### src/rtl/rand_seed_gen_if.sv
// rand_seed_gen_if: button/seed inputs and secret-number outputs of rand_seed_gen
interface rand_seed_gen_if;
    logic       randBut;
    logic [3:0] seedSwitch;
    logic [3:0] randNum;
    logic       randValid;
    logic       newNum;
    logic       busy;

    modport master (
        output randBut, seedSwitch,
        input  randNum, randValid, newNum, busy
    );

    modport slave (
        input  randBut, seedSwitch,
        output randNum, randValid, newNum, busy
    );
endinterface

### src/rtl/rand_seed_gen.sv
// rand_seed_gen: debounced button-triggered LFSR secret number generator; FREE_RUN_EN mixes in a free-running LFSR
module rand_seed_gen #(
    parameter int DEBOUNCE_CYCLES = 16,
    parameter int DB_W            = 20,
    parameter int STEPS           = 1
) (
    input logic            clk,
    input logic            reset_n,
    rand_seed_gen_if.slave bus
);
    typedef enum logic [1:0] {IDLE, LOAD, STEP, DONE} state_t;

    state_t          r_state, w_next;
    logic [1:0]      r_sync;
    logic            r_db, r_db_prev;
    logic [DB_W-1:0] r_cnt;
    logic [3:0]      r_lfsr, r_step, r_num;
    logic            r_valid, r_new;
    logic [3:0]      w_seed, w_load;
    logic            w_press;

    // two-flop synchronizer for the asynchronous button
    always_ff @(posedge clk or negedge reset_n) begin
        if (!reset_n) r_sync <= 2'b11;
        else          r_sync <= {r_sync[0], bus.randBut};
    end

    // accept a level change only after it has been stable long enough
    always_ff @(posedge clk or negedge reset_n) begin
        if (!reset_n) begin
            r_db      <= 1'b1;
            r_db_prev <= 1'b1;
            r_cnt     <= '0;
        end else begin
            r_db_prev <= r_db;
            if (r_sync[1] == r_db) begin
                r_cnt <= '0;
            end else if (r_cnt == DB_W'(DEBOUNCE_CYCLES - 1)) begin
                r_db  <= r_sync[1];
                r_cnt <= '0;
            end else begin
                r_cnt <= r_cnt + 1'b1;
            end
        end
    end

    assign w_press = r_db_prev & ~r_db;

`ifdef FREE_RUN_EN
    logic [3:0] r_free;

    // free-running LFSR makes the loaded value depend on press timing
    always_ff @(posedge clk or negedge reset_n) begin
        if (!reset_n) r_free <= 4'b0001;
        else          r_free <= {r_free[2:0], r_free[3] ^ r_free[2]};
    end

    assign w_seed = bus.seedSwitch ^ r_free;
`else
    assign w_seed = bus.seedSwitch;
`endif

    assign w_load = (w_seed == 4'b0000) ? 4'b0001 : w_seed;

    // FSM state register
    always_ff @(posedge clk or negedge reset_n) begin
        if (!reset_n) r_state <= IDLE;
        else          r_state <= w_next;
    end

    // next-state logic; presses outside IDLE are simply ignored
    always_comb begin
        w_next = r_state;
        case (r_state)
            IDLE:    w_next = w_press ? LOAD : IDLE;
            LOAD:    w_next = STEP;
            STEP:    w_next = (r_step == 4'(STEPS - 1)) ? DONE : STEP;
            default: w_next = IDLE;
        endcase
    end

    // LFSR load/step and result registers
    always_ff @(posedge clk or negedge reset_n) begin
        if (!reset_n) begin
            r_lfsr  <= 4'b0001;
            r_step  <= '0;
            r_num   <= '0;
            r_valid <= 1'b0;
            r_new   <= 1'b0;
        end else begin
            r_new <= (r_state == DONE);
            if (r_state == LOAD) begin
                r_lfsr <= w_load;
                r_step <= '0;
            end
            if (r_state == STEP) begin
                r_lfsr <= {r_lfsr[2:0], r_lfsr[3] ^ r_lfsr[2]};
                r_step <= r_step + 1'b1;
            end
            if (r_state == DONE) begin
                r_num   <= r_lfsr;
                r_valid <= 1'b1;
            end
        end
    end

    assign bus.randNum   = r_num;
    assign bus.randValid = r_valid;
    assign bus.newNum    = r_new;
    assign bus.busy      = (r_state != IDLE);
endmodule

### src/flat_wrapper.sv
// flat-port wrapper written by rule: the top's interface ports become plain ports
module rand_seed_gen_flat 
#(
    parameter int DEBOUNCE_CYCLES = 16,
    parameter int DB_W            = 20,
    parameter int STEPS           = 1
)
  (clk, reset_n, bus_randBut, bus_seedSwitch, bus_randNum, bus_randValid, bus_newNum, bus_busy);
  rand_seed_gen_if bus_i ();
  input logic clk;
  input logic reset_n;
  input wire logic [$bits(bus_i.randBut)-1:0] bus_randBut;
  input wire logic [$bits(bus_i.seedSwitch)-1:0] bus_seedSwitch;
  output wire logic [$bits(bus_i.randNum)-1:0] bus_randNum;
  output wire logic [$bits(bus_i.randValid)-1:0] bus_randValid;
  output wire logic [$bits(bus_i.newNum)-1:0] bus_newNum;
  output wire logic [$bits(bus_i.busy)-1:0] bus_busy;
  assign bus_i.randBut = bus_randBut;
  assign bus_i.seedSwitch = bus_seedSwitch;
  assign bus_randNum = bus_i.randNum;
  assign bus_randValid = bus_i.randValid;
  assign bus_newNum = bus_i.newNum;
  assign bus_busy = bus_i.busy;
  rand_seed_gen #(.DEBOUNCE_CYCLES(DEBOUNCE_CYCLES), .DB_W(DB_W), .STEPS(STEPS)) u_core (.clk(clk), .reset_n(reset_n), .bus(bus_i));
endmodule
### config.mk
export PLATFORM = sky130hd
export DESIGN_NAME = rand_seed_gen_flat
export DESIGN_NICKNAME = d
export VERILOG_FILES = /design/src/rtl/rand_seed_gen_if.sv /design/src/rtl/rand_seed_gen.sv /design/src/flat_wrapper.sv
export SDC_FILE = /design/constraint.sdc
export NUM_CORES = 1
export LEC_CHECK = 0
export ABC_AREA = 1
export BUFFER_PORTS_ARGS = -buffer_cell sky130_fd_sc_hd__buf_2
export CAP_MARGIN = 40
export CELL_PAD_IN_SITES_DETAIL_PLACEMENT = 1
export CELL_PAD_IN_SITES_GLOBAL_PLACEMENT = 1
export CORE_ASPECT_RATIO = 1.2
export CORE_UTILIZATION = 45
export DETAILED_ROUTE_END_ITERATION = 6
export PLACE_DENSITY = 0.85
export SKIP_CTS_REPAIR_TIMING = 1
export SLEW_MARGIN = 5
export SYNTH_ARGS = -nofsm -noshare
export SYNTH_HDL_FRONTEND = slang
export SYNTH_SLANG_ARGS = --single-unit
### constraint.sdc
create_clock -name clk -period 1.8 [get_ports clk]
set_clock_uncertainty 0.15 [all_clocks]
set_input_delay 0 -clock clk [delete_from_list [all_inputs] [get_ports clk]]
set_output_delay 0 -clock clk [all_outputs]
set_load 0.03 [all_outputs]
* Word level (Yosys, flattened, before mapping)
Cells that the tools add are included.
** Operators by class
- Eq/ne operators :: 5
- Multiplexer cells :: 10
- Add/subtract/negate cells :: 2
- Bitwise logic cells :: 4
- Reductions and logical operators :: 6
** Operator list (count)
- two-way mux 20 bit :: 2
- adder 20 x 1 -> 20 bit (second input constant) :: 1
- equality test 20 x 4 -> 1 bit (second input constant) :: 1
- two-way mux 4 bit :: 5
- logical NOT 4 bit :: 2
- one-hot mux 2 bit (3 select lines) :: 1
- adder 4 x 1 -> 4 bit (second input constant) :: 1
- equality test 2 bit (second input constant) :: 2
- nonzero test 2 bit :: 2
- equality test 2 x 1 -> 1 bit (second input constant) :: 1
- logical NOT 2 bit :: 1
- two-way mux 1 bit :: 2
- NOT 1 bit :: 2
- AND reduction 2 bit :: 1
- AND 1 bit :: 1
- equality test 1 bit :: 1
- bitwise XOR 1 bit :: 1
** Word-level totals
- Input bits :: 7
- Logic and storage cells :: 37
- Flip-flop bits (word level) :: 40
- Output and inout port bits :: 7

* Longest topological paths before layout
Gate-level depths: netlist of the first run.
- Depth in word-level cells :: 4
- Depth in mapped cells :: 9
- Mapped depth without buffers :: 9

* Worst setup path after synthesis of the first run
Ideal clock, no wire load.
- Path kind :: register -> register
- Start point :: register u_core.r_state[0]
- End point :: register u_core.r_lfsr[1]
- Setup slack :: 317 ps
- Setup time :: 87 ps
- Buffers on the path :: 1
- Arrival :: 1246 ps
- Cell stages (with the launch flop) :: 8
- Cells stage by stage :: dfrtp_1 > inv_1 > ha_1 > buf_2 > inv_1 > nor2_1 > nand2_1 > o211ai_1
** Between the ends
- Longest elaborated chain between the ends :: 2
- Elaborated cells between the ends (all ways) :: 4
- Those cells by class :: eq/ne (2); mux (1); reduce/logical (1)
** Ends and longest elaborated chain
- start, declared :: RTL line rand_seed_gen.sv:13 : state_t r_state, w_next;
- start signal, assigned :: RTL line rand_seed_gen.sv:68 : else r_state <= w_next;
- equality test 2 bit / equality test 2 x 1 -> 1 bit (equally long branches) :: RTL line rand_seed_gen.sv:96, rand_seed_gen.sv:92
- two-way mux 4 bit / nonzero test 2 bit (equally long branches)
- end signal, assigned :: RTL line rand_seed_gen.sv:93 : r_lfsr <= w_load;
- end signal, assigned :: RTL line rand_seed_gen.sv:97 : r_lfsr <= {r_lfsr[2:0], r_lfsr[3] ^ r_lfsr[2]};
- end, declared :: RTL line rand_seed_gen.sv:17 : logic [3:0] r_lfsr, r_step, r_num;
Parallel ways exist; a longest one is shown, timed or not.
A chain may end at the register's enable or synchronous reset.

* Final worst setup path of the first run
- Start point :: register u_core.r_state[1]
- End point :: register u_core.r_lfsr[3]
Same word-level chain as after synthesis.

==> reports/results.ini, run 1 <==
[run_status]
status = complete, but fails checks
violations = negative hold slack

[critical_path]
required_ps = 1860
crit_type = flop to flop
crit_buf_inv = 2
path_depth = 6
r2r_start = u_core.r_state[1]$_DFF_PN0_
start_kind = flop
worst_r2r_path_depth = 6
cp-end-kind = flop
cp_slowest_stage_delay_ps = 430
rrSetupSlack_ps = 140
cp_max_fo = 7
path_delay_family = adder cells
cp.arrival_ps = 1720
path_cells = inv_1 > ha_1 > inv_1 > nor2_2 > nand2_1 > o221ai_1
crit_path_start = u_core.r_state[1]$_DFF_PN0_
slowest_stage = ha_1
rr_endpoint = u_core.r_lfsr[3]$_DFFE_PN0P_
path_common_cell = inv_1

[cells_and_area]
n_antenna_cell = 0
fin_util_pct = 55.1
drive_gt1_share_pct = 20.4
syn_to_final_growth_pct = 15.3
mostFrequentLayoutCell = nand2_1
mostFrequentLayoutCells = 52 x nand2_1, 40 x nor2_1, 35 x dfrtp_1, 32 x inv_1, 13 x buf_2
design_area_sq_um = 2380
layout.nets = 292
fin_cells = 335

[route]
antenna_left = 0
drc = 0
totalWireLength_um = 5010
vias_per_cell = 5.09
wl_per_cell_um = 14.9
drt-pass1-iter-count = 4
drtIter0Drc = 68
dr_total_vias = 1705

[synth]
synthSimpleGateAreaFrac_pct = 31.0
yosysTopAreaCell = dfrtp_1
synth_fa_ha_area_share_pct = 4.24
postSynthCellCount = 249
synth_compound_area_share_pct = 4.96
syn_avg_cell_area_sq_um = 8.30
synth_top_family_by_area = simple AND/OR/NAND/NOR gates
seq_area_frac_synth_pct = 48.7
synthMuxAreaShare_pct = 0
synth_xor_area_share_pct = 4.24
yosys_warnings = 0
synth_top_area_share_pct = 42.4
ys_top_cells_by_area = dfrtp_1 42%, nand2_1 9.4%, nor2_1 7.4%
ys_seq_elements = 40
synth_cell_types = 27
syn-cell-area_sq_um = 2070
synth_nets = 263

[timing]
hold_viol_final = 1
fmax_ghz = 0.602
period_share_pct = 92.3
setup_viol = 0
slew_headroom_pct = 69.8
hold-worst-slack_ps = -42.8
drv_slew = 0
worst_pin_slew_ps = 453
min_period_ps = 1660

[cts]
cts_buffers = 5
clock-sinks = 40
h-tree-depth = 2
clk_latency_ps = 300
clk_pin_slew_ps = 80
cts_tree = built
cts-root-buf = clkbuf_8
clk_path_buf_depth = 2

[hold_path]
hold_path_end = u_core.r_lfsr[0]$_DFFE_PN1P_
hp-start = bus_seedSwitch[0]
hold_path.class = input port to flop
hold_depth = 5

[floorplanning]
die_h_um = 76.2
core_sq_um = 4330
dieArea_sq_um = 4870
row_count = 26
io_pins = 14
fp.dieW_um = 63.9
initial_utilization_pct = 47.8

[pwr]
p_clk_share_pct = 22.8
switching_share_pct = 38.9
power.switching_mw = 1.03
irDropWorstVdd_mv = 0.957
p_per_area_nw_per_um2 = 1110
p_int_mw = 1.62
power.leakage_nw = 1.15
power_frac_comb_pct = 32.6
seq_power_share_pct = 44.6

[placed_design]
dp_cells = 322
port_buffers = 13
place_hpwl_um = 3760
post_dp_cell_area_sq_um = 2240
gp_congestion = 0.808

[job]
cap_viol_max_count = 0

[global_route]
gr-total-overflow = 0
antenna_found_initial = 0
grt_max_degree = 20
grt_first_pass_wirelength_um = 8160
grt_usage_pct = 22.2
grt_pass1_vias = 1729

worst reg2reg max path: stages, from the launching register on:
cell and delay (ps):
dfrtp_1 420, inv_1 90, ha_1 430, inv_1 130, nor2_2 200, nand2_1 80, o221ai_1 80
power groups by stage:
stage          clock (mW)  combinational (mW)  sequential [mW]
3_5_place_dp            0               0.828             1.19
6_report            0.605               0.865             1.18
2_1_floorplan           0               0.457             1.27
3_3_place_gp            0               0.786             1.18
4_1_cts             0.617               0.844             1.17
5_1_grt             0.652               0.970             1.20
layer usage:
layer / part of all wire (%) / global-route usage, % / vias to the layer above
li1: - / - / 827
met3: 2.0 / 5.39 / 6
met4: 1.3 / 6.14 / 0
met1: 45 / 27.9 / 853
met2: 52 / 37.4 / 19
met5: 0 / 0 / -
flip-flops by register name, summed over array words and instances, names as in the netlist:
register and flops:
u_core.r_cnt 20, u_core.bus.randNum 4, u_core.r_lfsr 4, u_core.r_step 4
u_core.r_state 2, u_core.r_sync 2, u_core.bus.newNum 1, u_core.bus.randValid 1
u_core.r_db 1, u_core.r_db_prev 1
through the flow:
stage                     power (mW)  hold WS [ps]  setup WS [ps]  setup TNS (ps)
after global routing            2.82          16.9          -43.7           -71.9
after CTS                       2.64          -503           99.5               0
after floorplan                 1.72          -446            317               0
final                           2.65         -42.8            138               0
after global placement          1.97          -176            255               0
after detailed placement        2.02          -185            115               0
kinds of logic after synthesis:
| kind of cell | count (synthesis) |
|---|---|
| AND/OR/NAND/NOR | 137 |
| flip-flops | 40 |
| buffers and inverters | 37 |
| AO/OA/AOI/OAI | 18 |
| XOR/XNOR | 10 |
| adder cells (fa/ha/maj) | 7 |
final cells by class:
type                            count  area [sq um]
Inverter                           35           131
Sequential cell                    40          1010
Clock buffer                        5          68.8
Fill cell                         549          1940
Tap cell                           56          70.1
Timing Repair Buffer               24           160
Clock inverter                      3          23.8
Multi-Input combinational cell    172           921
how the worst max path moves through the flow:
stage,end,slack (ps)
2_1_floorplan,u_core.r_lfsr[1]$_DFFE_PN0P_,320
4_1_cts,u_core.r_lfsr[2]$_DFFE_PN0P_,100
5_1_grt,u_core.r_lfsr[2]$_DFFE_PN0P_,-40
3_5_place_dp,u_core.r_lfsr[2]$_DFFE_PN0P_,120
6_report,u_core.r_lfsr[3]$_DFFE_PN0P_,140
3_3_place_gp,u_core.r_lfsr[1]$_DFFE_PN0P_,260
cells in the mapped netlist:
library cell  number
a211oi_1           1
a21oi_1            4
a31oi_1            1
buf_2              2
dfrtp_1           35
dfstp_2            5
ha_1               7
inv_1             32
inv_2              3
nand2_1           52
nand2_2            6
nand2_4            2
nand3_1           12
nand3b_1           1
nand4_1            5
nor2_1            41
nor2_2             7
nor2_4             5
nor3_1             4
nor4_1             1
o211ai_1           2
o21ai_0            8
o21ai_1            1
o221ai_1           1
or2_2              1
xnor2_1            3
xor2_1             7
(Power assumes the default switching activity.)
==> run 2, diff against run 1 <==
- CORE_UTILIZATION: 45 -> 40
- PLACE_DENSITY: 0.85 -> 0.81
- clock period: 1.8 -> 1.5 ns (I/O delays scaled with it)
==> run 2 against run 1 <==
  * Global-route usage decreased by 1.8 points
  * The run now ends clean
  * Register-to-register slack got worse by 120 ps
  * Flip-flop and latch count unchanged
  * Maximum frequency increased by 12%
  * Utilization decreased by 3.2 points
  * Worst setup slack got worse by 120 ps
  * Wire length increased by 2.7%
  * First-iteration DRC count unchanged
  * Die area increased by 12%
  * Critical path type unchanged
  * Combinational power increased by 35%
==> reports/results.ini, run 2 (synthesized netlist as in run 1, its figures left out) <==
[critical_path]
required_ps = 1600
cp_max_fo = 4
cp.arrival_ps = 1580
crit_type = flop to flop
start_kind = flop
cp-end-kind = flop

[route]
antenna_left = 0
totalWireLength_um = 5140
wl_per_cell_um = 14.5
dr_total_vias = 1726
drt-pass1-iter-count = 4
vias_per_cell = 4.88
drtIter0Drc = 68
drc = 0

[cells_and_area]
fin_util_pct = 51.8
mostFrequentLayoutCells = 49 x nand2_1, 37 x nor2_1, 32 x dfrtp_1, 31 x inv_1, 21 x buf_4
num-fill-cells = 596
n_antenna_cell = 0
largest_reg_flops = 20
fin_cells = 354
syn_to_final_growth_pct = 23.9
drive_gt1_share_pct = 29.6
layout.nets = 307
regMostFlops = u_core.r_cnt
mostFrequentLayoutCell = nand2_1

[cts]
clock-sinks = 40
cts-root-buf = clkbuf_8
clk_pin_slew_ps = 90
clk_latency_ps = 310
h-tree-depth = 2
cts_tree = built
clk_path_buf_depth = 2
cts_buffers = 5

[timing]
final.setup.tns_ps = 0
fmax_ghz = 0.675
setup_viol = 0
hold_viol_final = 0
drv_slew = 0
hold-worst-slack_ps = 0.717
slew_headroom_pct = 66.1
min_period_ps = 1480
worst_pin_slew_ps = 508
rsz0062_at_grt = true
period_share_pct = 98.7

[floorplanning]
core_sq_um = 4940
die_h_um = 80.7
fp.dieW_um = 67.6
dieArea_sq_um = 5460
row_count = 28
io_pins = 14
initial_utilization_pct = 41.8

[global_route]
gr-total-overflow = 0
grt_usage_pct = 20.4
grt_first_pass_wirelength_um = 8210
antenna_found_initial = 0
grt_max_degree = 41
grt_pass1_vias = 1833

[placed_design]
place_hpwl_um = 3630
dp_cells = 330
port_buffers = 13
gp_congestion = 0.802

[run_status]
status = finished clean

[pwr]
irDropWorstVdd_mv = 0.750
power.total_mw = 3.32
p_per_area_nw_per_um2 = 1300
power.leakage_nw = 1.24

[job]
cap_viol_max_count = 0

[hold_path]
hold_path.class = input port to flop

## run 2: changes by cell type in the layout (fill, tap and decap cells not counted), moves of 3 or more
| cell | change |
|---|---|
| dfrtp_2 | +3 |
| buf_4 | +15 |
| nor2_1 | -3 |
| nand2_1 | -3 |
| dfrtp_1 | -3 |
## run 2: worst max-delay path, cell delays in order, from the launching register on
cell and delay [ps]:
dfrtp_1 430, nand2_2 130, nor2_4 200, nand2_4 90
nor2_4 160, nand2_1 60, nand2_1 70, nand2_1 60
nor2_2 70
## run 2: stage by stage
stage / setup WS, ps / instance area (sq um)
final: 19.1 / 2560
after global routing: -79.9 / 2560
after CTS: -82.3 / 2360
after detailed placement: -74.1 / 2270
after global placement: 14.0 / 2270
after floorplan: 17.0 / 2070
## run 2: layout make-up
type / instances / area (sq um) / area share, %
Sequential cell: 40 / 1010 / 39.5
Multi-Input combinational cell: 172 / 977 / 38.2
Clock buffer: 5 / 68.8 / 2.69
Tap cell: 60 / 75.1 / 2.93
Timing Repair Buffer: 39 / 273 / 10.7
Inverter: 35 / 131 / 5.13
Clock inverter: 3 / 23.8 / 0.929
## run 2: per-layer routing
layer / vias up / global-route usage, % / share of wire (%)
met2: 17 / 38.3 / 55
li1: 861 / - / -
met5: - / 0 / 0
met1: 840 / 21.9 / 42
met3: 8 / 3.79 / 1.7
met4: 0 / 7.66 / 1.4
## run 2: where the power goes
group	internal [mW]	switching, mW
Combinational	0.449	0.724
Sequential	1.28	0.108
Clock	0.330	0.428
## run 2: worst paths after layout
path                                           endpoint                        from  slack (ps)  cells after the start
max in group asynchronous       u_core.r_db$_DFFE_PN1P_                     reset_n         700                      3
min in group asynchronous    u_core.r_cnt[12]$_DFF_PN0_                     reset_n         130                      3
max reg2reg                  u_core.r_cnt[15]$_DFF_PN0_   u_core.r_cnt[4]$_DFF_PN0_          20                      8
min reg2reg                  u_core.r_sync[1]$_DFF_PN1_  u_core.r_sync[0]$_DFF_PN1_         210                      0
max                          u_core.r_cnt[15]$_DFF_PN0_   u_core.r_cnt[4]$_DFF_PN0_          20                      8
min                        u_core.r_lfsr[0]$_DFFE_PN1P_           bus_seedSwitch[0]         0.7                      5
